<file path="config.mk">
export PLATFORM = sky130hd
export DESIGN_NAME = bus_initiator
export DESIGN_NICKNAME = d
export VERILOG_FILES = /design/src/rtl/bus_pkg.sv /design/src/rtl/bus_timeout_counter.sv /design/src/rtl/bus_initiator.sv
export SDC_FILE = /design/constraint.sdc
export NUM_CORES = 1
export LEC_CHECK = 0
export ABC_AREA = 1
export CAP_MARGIN = 20
export CORE_UTILIZATION = 30
export DETAILED_ROUTE_END_ITERATION = 6
export PLACE_DENSITY = 0.55
export SLEW_MARGIN = 5
export SYNTH_ARGS = -nofsm -noshare
export SYNTH_HDL_FRONTEND = slang
export SYNTH_SLANG_ARGS = --single-unit
</file>
<file path="constraint.sdc">
create_clock -name clk -period 1.71 [get_ports clk]
set_input_delay 0.2565 -clock clk [delete_from_list [all_inputs] [get_ports clk]]
set_output_delay 0.2565 -clock clk [all_outputs]
set_load 0.01 [all_outputs]
</file>
<file path="src/rtl/bus_pkg.sv">
// Shared definitions for the 16-bit addr/data/rw/valid register daisy chain:
// bus widths, initiator FSM states and the chain beat record.
package bus_pkg;

   localparam int ADDR_W = 16;
   localparam int DATA_W = 16;

   typedef enum logic [1:0] {
      IDLE  = 2'd0,
      ISSUE = 2'd1,
      WAIT  = 2'd2,
      RESP  = 2'd3
   } bus_state_e;

   typedef struct packed {
      logic [ADDR_W-1:0] addr;
      logic [DATA_W-1:0] data;
      logic              rw;
      logic              valid;
   } bus_txn;

endpackage

</file>
<file path="src/rtl/bus_timeout_counter.sv">
// Cycle counter for the initiator WAIT state; expired is raised on the
// cycle where the count reaches limit-1.
module bus_timeout_counter #(
   parameter int unsigned CNT_W = 16
) (
   input  logic             clk,
   input  logic             rst,
   input  logic             clear,
   input  logic             enable,
   input  logic [CNT_W-1:0] limit,
   output logic             expired
);

   logic [CNT_W-1:0] count_q;

   // Holds at the expiry value so an unattended enable never wraps around.
   always_ff @(posedge clk) begin
      if (rst || clear) begin
         count_q <= '0;
      end else if (enable && !expired) begin
         count_q <= count_q + 1'b1;
      end
   end

   assign expired = (count_q == (limit - 1'b1));

endmodule

</file>
<file path="src/rtl/bus_initiator.sv">
// Chain-head initiator: issues one host request as a single bus beat, waits for
// it at the chain tail, answers over valid/ready. Optional BUS_INITIATOR_STATS_EN.
module bus_initiator
   import bus_pkg::*;
#(
   parameter int unsigned TIMEOUT_CYCLES = 255
) (
   input  logic              clk,
   input  logic              rst,
   input  logic              req_valid_i,
   output logic              req_ready_o,
   input  logic [ADDR_W-1:0] req_addr_i,
   input  logic [DATA_W-1:0] req_data_i,
   input  logic              req_rw_i,
   output logic [ADDR_W-1:0] addr_o,
   output logic [DATA_W-1:0] data_o,
   output logic              rw_o,
   output logic              valid_o,
   input  logic [ADDR_W-1:0] addr_i,
   input  logic [DATA_W-1:0] data_i,
   input  logic              rw_i,
   input  logic              valid_i,
   output logic              resp_valid_o,
   input  logic              resp_ready_i,
   output logic [DATA_W-1:0] resp_data_o,
   output logic              resp_err_o
`ifdef BUS_INITIATOR_STATS_EN
   ,
   output logic [15:0]       txn_count_o,
   output logic [15:0]       timeout_count_o
`endif
);

   bus_state_e        state_q, state_d;
   bus_txn            head_q, head_d;
   logic              resp_valid_q, resp_valid_d;
   logic [DATA_W-1:0] resp_data_q, resp_data_d;
   logic              resp_err_q, resp_err_d;
   logic              cnt_clear, cnt_en, cnt_expired;
   logic              ret_match;

   bus_timeout_counter #(
      .CNT_W (16)
   ) u_timeout (
      .clk     (clk),
      .rst     (rst),
      .clear   (cnt_clear),
      .enable  (cnt_en),
      .limit   (16'(TIMEOUT_CYCLES)),
      .expired (cnt_expired)
   );

   // Only a beat carrying our own address and direction is our returning transaction.
   assign ret_match = valid_i && (addr_i == head_q.addr) && (rw_i == head_q.rw);

   always_ff @(posedge clk) begin
      if (rst) begin
         state_q      <= IDLE;
         head_q       <= '0;
         resp_valid_q <= 1'b0;
         resp_data_q  <= '0;
         resp_err_q   <= 1'b0;
      end else begin
         state_q      <= state_d;
         head_q       <= head_d;
         resp_valid_q <= resp_valid_d;
         resp_data_q  <= resp_data_d;
         resp_err_q   <= resp_err_d;
      end
   end

   always_comb begin
      state_d      = state_q;
      head_d       = head_q;
      head_d.valid = 1'b0;
      resp_valid_d = resp_valid_q;
      resp_data_d  = resp_data_q;
      resp_err_d   = resp_err_q;
      cnt_clear    = 1'b0;
      cnt_en       = 1'b0;

      case (state_q)
         IDLE: begin
            if (req_valid_i) begin
               head_d.addr  = req_addr_i;
               head_d.data  = req_data_i;
               head_d.rw    = req_rw_i;
               head_d.valid = 1'b1;
               state_d      = ISSUE;
            end
         end
         ISSUE: begin
            cnt_clear = 1'b1;
            state_d   = WAIT;
         end
         WAIT: begin
            cnt_en = 1'b1;
            // A return arriving on the expiry cycle still wins over the timeout.
            if (ret_match) begin
               resp_data_d  = data_i;
               resp_err_d   = 1'b0;
               resp_valid_d = 1'b1;
               state_d      = RESP;
            end else if (cnt_expired) begin
               resp_data_d  = '0;
               resp_err_d   = 1'b1;
               resp_valid_d = 1'b1;
               state_d      = RESP;
            end
         end
         RESP: begin
            if (resp_ready_i) begin
               resp_valid_d = 1'b0;
               state_d      = IDLE;
            end
         end
         default: begin
            state_d = IDLE;
         end
      endcase
   end

   assign req_ready_o  = (state_q == IDLE);
   assign addr_o       = head_q.addr;
   assign data_o       = head_q.data;
   assign rw_o         = head_q.rw;
   assign valid_o      = head_q.valid;
   assign resp_valid_o = resp_valid_q;
   assign resp_data_o  = resp_data_q;
   assign resp_err_o   = resp_err_q;

`ifdef BUS_INITIATOR_STATS_EN
   logic [15:0] txn_cnt_q, to_cnt_q;
   logic        resp_hs;

   function automatic logic [15:0] sat_inc16(input logic [15:0] v);
      return (v == 16'hFFFF) ? v : v + 16'd1;
   endfunction

   assign resp_hs = (state_q == RESP) && resp_ready_i;

   always_ff @(posedge clk) begin
      if (rst) begin
         txn_cnt_q <= '0;
         to_cnt_q  <= '0;
      end else if (resp_hs) begin
         txn_cnt_q <= sat_inc16(txn_cnt_q);
         if (resp_err_q) begin
            to_cnt_q <= sat_inc16(to_cnt_q);
         end
      end
   end

   assign txn_count_o     = txn_cnt_q;
   assign timeout_count_o = to_cnt_q;
`endif

endmodule

</file>
# Word-level counts from Yosys, hierarchy flattened
# Index checks and enable logic that the tools add are counted.
classes:
  add_sub_neg: 1
  mul: 0
  div_mod_pow: 0
  magnitude_cmp: 0
  eq_ne: 9
  shift: 0
  muxes: 15
  n_bitwise: 1
  n_reduce_logical: 13
op_table:
  columns: ["operator", "n"]
  rows:
  - ["$mux W16", 2]
  - ["$add A16 B1 Y16 const B", 1]
  - ["$eq A16 B16 Y1", 1]
  - ["$eq A16 B8 Y1 const B", 1]
  - ["$mux W2", 4]
  - ["$pmux W2 S4", 1]
  - ["$mux W1", 7]
  - ["$reduce_and A3 Y1", 2]
  - ["$eq A2 B2 Y1 const B", 2]
  - ["$ne A2 B2 Y1 const B", 2]
  - ["$reduce_and A2 Y1", 2]
  - ["$reduce_bool A2 Y1", 2]
  - ["$logic_and A1 B1 Y1", 3]
  - ["$ne A3 B2 Y1 const B", 1]
  - ["$eq A2 B1 Y1 const B", 1]
  - ["$logic_not A2 Y1", 1]
  - ["$pmux W1 S2", 1]
  - ["$reduce_or A2 Y1", 1]
  - ["$eq A1 B1 Y1", 1]
  - ["$logic_not A1 Y1", 1]
  - ["$logic_or A1 B1 Y1", 1]
  - ["$not A1 Y1", 1]
totals:
  register_bits: 70
  latch_bits: 0
  mem_bits_rw: 0
  rom_bits: 0
  in_bits: 71
  output_inout_bits: 53
  word_cells: 48
  memories: 0

# Depth between registers and ports, before layout
depth:
  word_depth: 5
  mapped_depth: 12
  mapped_depth_nobuf: 12

# By module
# From an unflattened synthesis, not the netlist that was laid out.
hier_totals:
  hier_cells: 641
  hier_area_um2: 4235.3
by_module_without_submodules:
  columns: ["module", "n_inst", "cells_each", "area_per_inst_um2", "seq_area_each_um2"]
  rows:
  - ["bus_initiator", 1, 358, 2483.6, 1081.0]
  - ["bus_timeout_counter", 1, 283, 1751.7, 320.3]

# Worst setup path after synthesis
# OpenSTA, ideal clock, no wires.
synth_timing:
  kind: "flip-flop to flip-flop"
  from: "reg state_q[0]"
  to: "reg head_q, in the netlist addr_o[10]"
  setup_time_ps: 116
  t_arrival_ps: 1391
  required_ps: 1594
  path_slack_ps: 203
  path_stages_with_launch: 9
  path_buffers: 2
  synth_period_minus_slack_ps: 1507
  path_cell_list: "dfxtp_1 inv_1 ha_1 nand2_1 clkbuf_1 inv_1 clkbuf_1 nor2_1 nor2_1"
synth_via:
  elab_chain_cells: 2
synth_rtl:
  columns: ["item", "line_no", "source"]
  rows:
  - ["start, declared", "bus_initiator.sv:34", "bus_state_e state_q, state_d;"]
  - ["start signal, assigned", "bus_initiator.sv:64", "state_q <= state_d;"]
  - ["$logic_not A2 Y1", null, null]
  - ["named net req_ready_o", "bus_initiator.sv:11", "output logic req_ready_o,"]
  - ["$reduce_and A2 Y1 (no source line)", null, null]
  - ["end signal, assigned", "bus_initiator.sv:59", "head_q <= '0;"]
  - ["end signal, assigned", "bus_initiator.sv:65", "head_q <= head_d;"]
  - ["end, declared", "bus_initiator.sv:35", "bus_txn head_q, head_d;"]
# The timed path passes the listed nets, and every way through them passes these cells.
# A chain may end at the register's enable or synchronous reset.

# Final worst setup path
layout_timing:
  from: "reg u_timeout.count_q[1]"
  to: "reg u_timeout.count_q[2]"
layout_via:
  elab_chain_cells: 3
  elab_cells_between_ends: 4
  cone_classes: "add/sub (1); eq/ne (1); reduce/logical (2)"
layout_rtl:
  columns: ["item", "line_no", "source"]
  rows:
  - ["start, declared", "bus_timeout_counter.sv:14", "logic [CNT_W-1:0] count_q;"]
  - ["start signal, assigned", "bus_timeout_counter.sv:21", "count_q <= count_q + 1'b1;"]
  - ["branches (longest 3 deep; another with $add A16 B1 Y16)", null, null]
# Parallel ways; which one is timed is not known.

==> summary.md <==
| Metric | Value |
|---|---|
| Most used cells in the layout excluding fill and tap cells | `122 x clkdlybuf4s50_1, 96 x nand2_1, 67 x dfxtp_1` |
| Leakage | `1.94 nW` |
| Leading cell type in the layout, fill and taps excluded | `clkdlybuf4s50_1` |
| Post-route DRC | `0` |
| Hold depth | `2` |
| Finish-stage setup viols | `0` |
| Post-DR wirelength/cell | `12.8 um` |
| CP Capture Type | `register` |
| Slew Limit Fails | `0` |
| Setup Skew | `0.00453 ns` |
| Avg Synthesized Cell Area | `7.16 um2` |
| Total gr overflow | `0` |
| Cells after DPL | `705` |
| CP Class | `reg2reg` |
| Post-synth net total | `532` |
| DRT antenna net count | `0` |
| Worst Setup Start Kind | `register` |
| Peak VDD IR | `0.601 mV` |
| CTS clk-pin slew, worst paths | `0.07 ns` |
| Clock tree from TritonCTS | `yes` |
| Row cnt | `37` |
| DRC violation total after the first TritonRoute iteration | `91` |
| N_diodes | `0` |
| Outcome | `finished clean` |
| Seq cells post-synth | `70` |
| Worst-Margin Slew | `0.418 ns` |
| H-Tree Depth | `3` |
| Hold Vio Cnt, Final | `0` |
| Ys Warns | `0` |
| Critical Path AT | `1.87 ns` |
| Worst Path Max Fanout | `8` |
| Worst-case reg-to-reg path depth | `7` |
| Pin count of the biggest net entering global routing | `34` |
| Int Power | `0.00349 W` |
| Netlist cell types | `31` |
| Port-buffer cells | `123` |
| Share of post-route cells with drive strength above 1 | `8.38%` |
| First-pass GRT wire length | `15.3 mm` |
| Tcrit/Tclk final | `95.0%` |
| Max-cap viol count | `0` |
| Root Buffer | `clkbuf_8` |
| R2R Setup Slk | `0.09 ns` |
| CTS buffer count | `9` |
| GRT Util Overall | `17.2%` |
| NetSw | `0.00181 W` |
| Fmax | `616 MHz` |
| Initial antenna violation count | `0` |
| Nets | `657` |
| Die Span Y | `106 um` |
| Final hold slack | `0.448 ns` |
| Initial core utilization | `31.3%` |
| Die width | `106 um` |
| Clock Latency Late Sink | `0.34 ns` |
| Req. time, crit path | `1.95 ns` |
| CTS Hold Bufs | `0` |
| Area of the mapped netlist | `0.00326 mm2` |
| CTS max path bufs | `2` |
| Final WL | `9.26 mm` |
| CTS Sinks | `70` |
| Combinational Power Share | `36.6%` |
| Clock share of power | `24.9%` |
| Syn Inst Count | `455` |
| HP Class | `reg2reg` |
| Placeable Area | `0.0104 mm2` |
| # fillers | `1071` |
| Via-to-Cell Ratio | `4.51` |
| Minimum clock period | `1.62 ns` |
| Slew HR | `72.2%` |
| Sw Share | `34.2%` |
| Pwr dens | `1080 mW/mm2` |
| Vias in the first global route | `3239` |
| Drt first pass iters | `4` |
| Io pins | `124` |
| Area Overhead vs Synth | `51.1%` |
| Finished Layout Cells | `721` |
| Die Area | `0.0113 mm2` |
| Vias | `3255` |
| RD Place Congestion | `0.815` |
| HPWL Detailed | `6.87 mm` |
| Sequential area share after synthesis | `43.0%` |
| Seq pwr share | `38.5%` |
## layout make-up
| class | instances | area, um2 | area share [%] |
|---|---|---|---|
| Clock buffer | 14 | 183 | 3.71 |
| Clock inverter | 2 | 13.8 | 0.279 |
| Inverter | 52 | 208 | 4.22 |
| Multi-Input combinational cell | 314 | 1610 | 32.7 |
| Sequential cell | 70 | 1410 | 28.5 |
| Tap cell | 136 | 170 | 3.46 |
| Timing Repair Buffer | 133 | 1330 | 27.1 |
## registers in the layout, summed over array words and instances, names as in the netlist
register           count
addr_o                16
resp_valid_o           1
resp_err_o             1
state_q                2
valid_o                1
data_o                16
rw_o                   1
u_timeout.count_q     16
resp_data_o           16
## critical path, cell delays in order, from the launching register on
cell,delay [ns]
dfxtp_1,0.38
ha_1,0.19
nor3b_4,0.22
nand4_4,0.18
nand2_4,0.17
buf_4,0.17
o21ai_0,0.08
and3_1,0.14
## path summary, 6_finish.rpt
kind,from,endpoint
worst max-delay path,u_timeout.count_q[1],u_timeout.count_q[2]
worst min-delay path,resp_valid_o,resp_valid_o
worst max register to register,u_timeout.count_q[1],u_timeout.count_q[2]
worst min register to register,resp_valid_o,resp_valid_o
## cell usage after synthesis
cell type | instances | area share (%)
o21ai_0 | 39 | 6.0
nand3_1 | 26 | 4.0
ha_1 | 6 | 2.3
buf_2 | 1 | 0.15
nor3b_1 | 2 | 0.46
nand3_2 | 2 | 0.61
inv_2 | 2 | 0.23
buf_4 | 1 | 0.23
buf_1 | 1 | 0.12
nand4_2 | 1 | 0.38
dfxtp_1 | 70 | 43
xor2_1 | 7 | 1.9
nor3_2 | 3 | 0.92
a21oi_2 | 1 | 0.27
clkbuf_1 | 12 | 1.4
buf_6 | 4 | 1.4
a21boi_0 | 1 | 0.23
clkinv_2 | 1 | 0.15
nor4_2 | 1 | 0.38
inv_1 | 49 | 5.6
nand4_1 | 6 | 1.2
a21oi_1 | 42 | 6.4
xnor2_1 | 6 | 1.6
nand2_4 | 2 | 0.69
nor4_4 | 1 | 0.65
and3_1 | 1 | 0.19
nand2_2 | 1 | 0.19
nor4_1 | 1 | 0.19
nand2_1 | 96 | 11
nor2_1 | 65 | 7.5
nor3_1 | 4 | 0.61
## power groups by stage
stage	registers (W)	logic [W]	clock network, W
global placement	0.00207	0.00190	0
CTS	0.00204	0.00191	0.00137
finish	0.00204	0.00194	0.00132
global route	0.00208	0.00217	0.00144
floorplan	0.00215	0.000925	0
detailed placement	0.00207	0.00191	0
## cell families (layout without fill, tap and decap cells)
family	after synthesis	in the layout	share of synthesized area [%]
AOI/OAI and AO/OA	83	83	12.9
adders and majority gates	6	6	2.30
buffers and inverters	71	201	9.29
xor gates and xnor gates	13	13	3.49
DFF	70	70	43.0
and+or+nand+nor	212	212	29.0
## per-layer routing
layer | up-vias | part of all wire, % | track usage (%)
met1 | 1439 | 43 | 20.0
met5 | - | 0 | 0
met4 | 0 | 1.1 | 6.55
li1 | 1706 | - | -
met2 | 101 | 47 | 27.9
met3 | 9 | 9.3 | 7.30
## through the flow
stage / setup TNS [ns] / power (W) / util (%) / cell area (um2) / setup slack, ns
floorplan: 0 / 0.00308 / - / 3260 / 0.203
global placement: -3.63 / 0.00397 / 44.7 / 4650 / -0.193
detailed placement: -4.31 / 0.00399 / 44.7 / 4650 / -0.249
CTS: 0 / 0.00532 / 46.6 / 4850 / 0.0305
global route: -0.0415 / 0.00569 / 47.3 / 4920 / -0.0174
finish: 0 / 0.00530 / 47.3 / 4920 / 0.0860
## repair_timing
action                     4_1_cts  5_1_grt
pin swaps                        0        4
gates cloned                     0        0
setup endpoints to repair        1       31
gates resized for setup          1       21
setup buffers                    0        0
(Power assumes the default switching activity.)
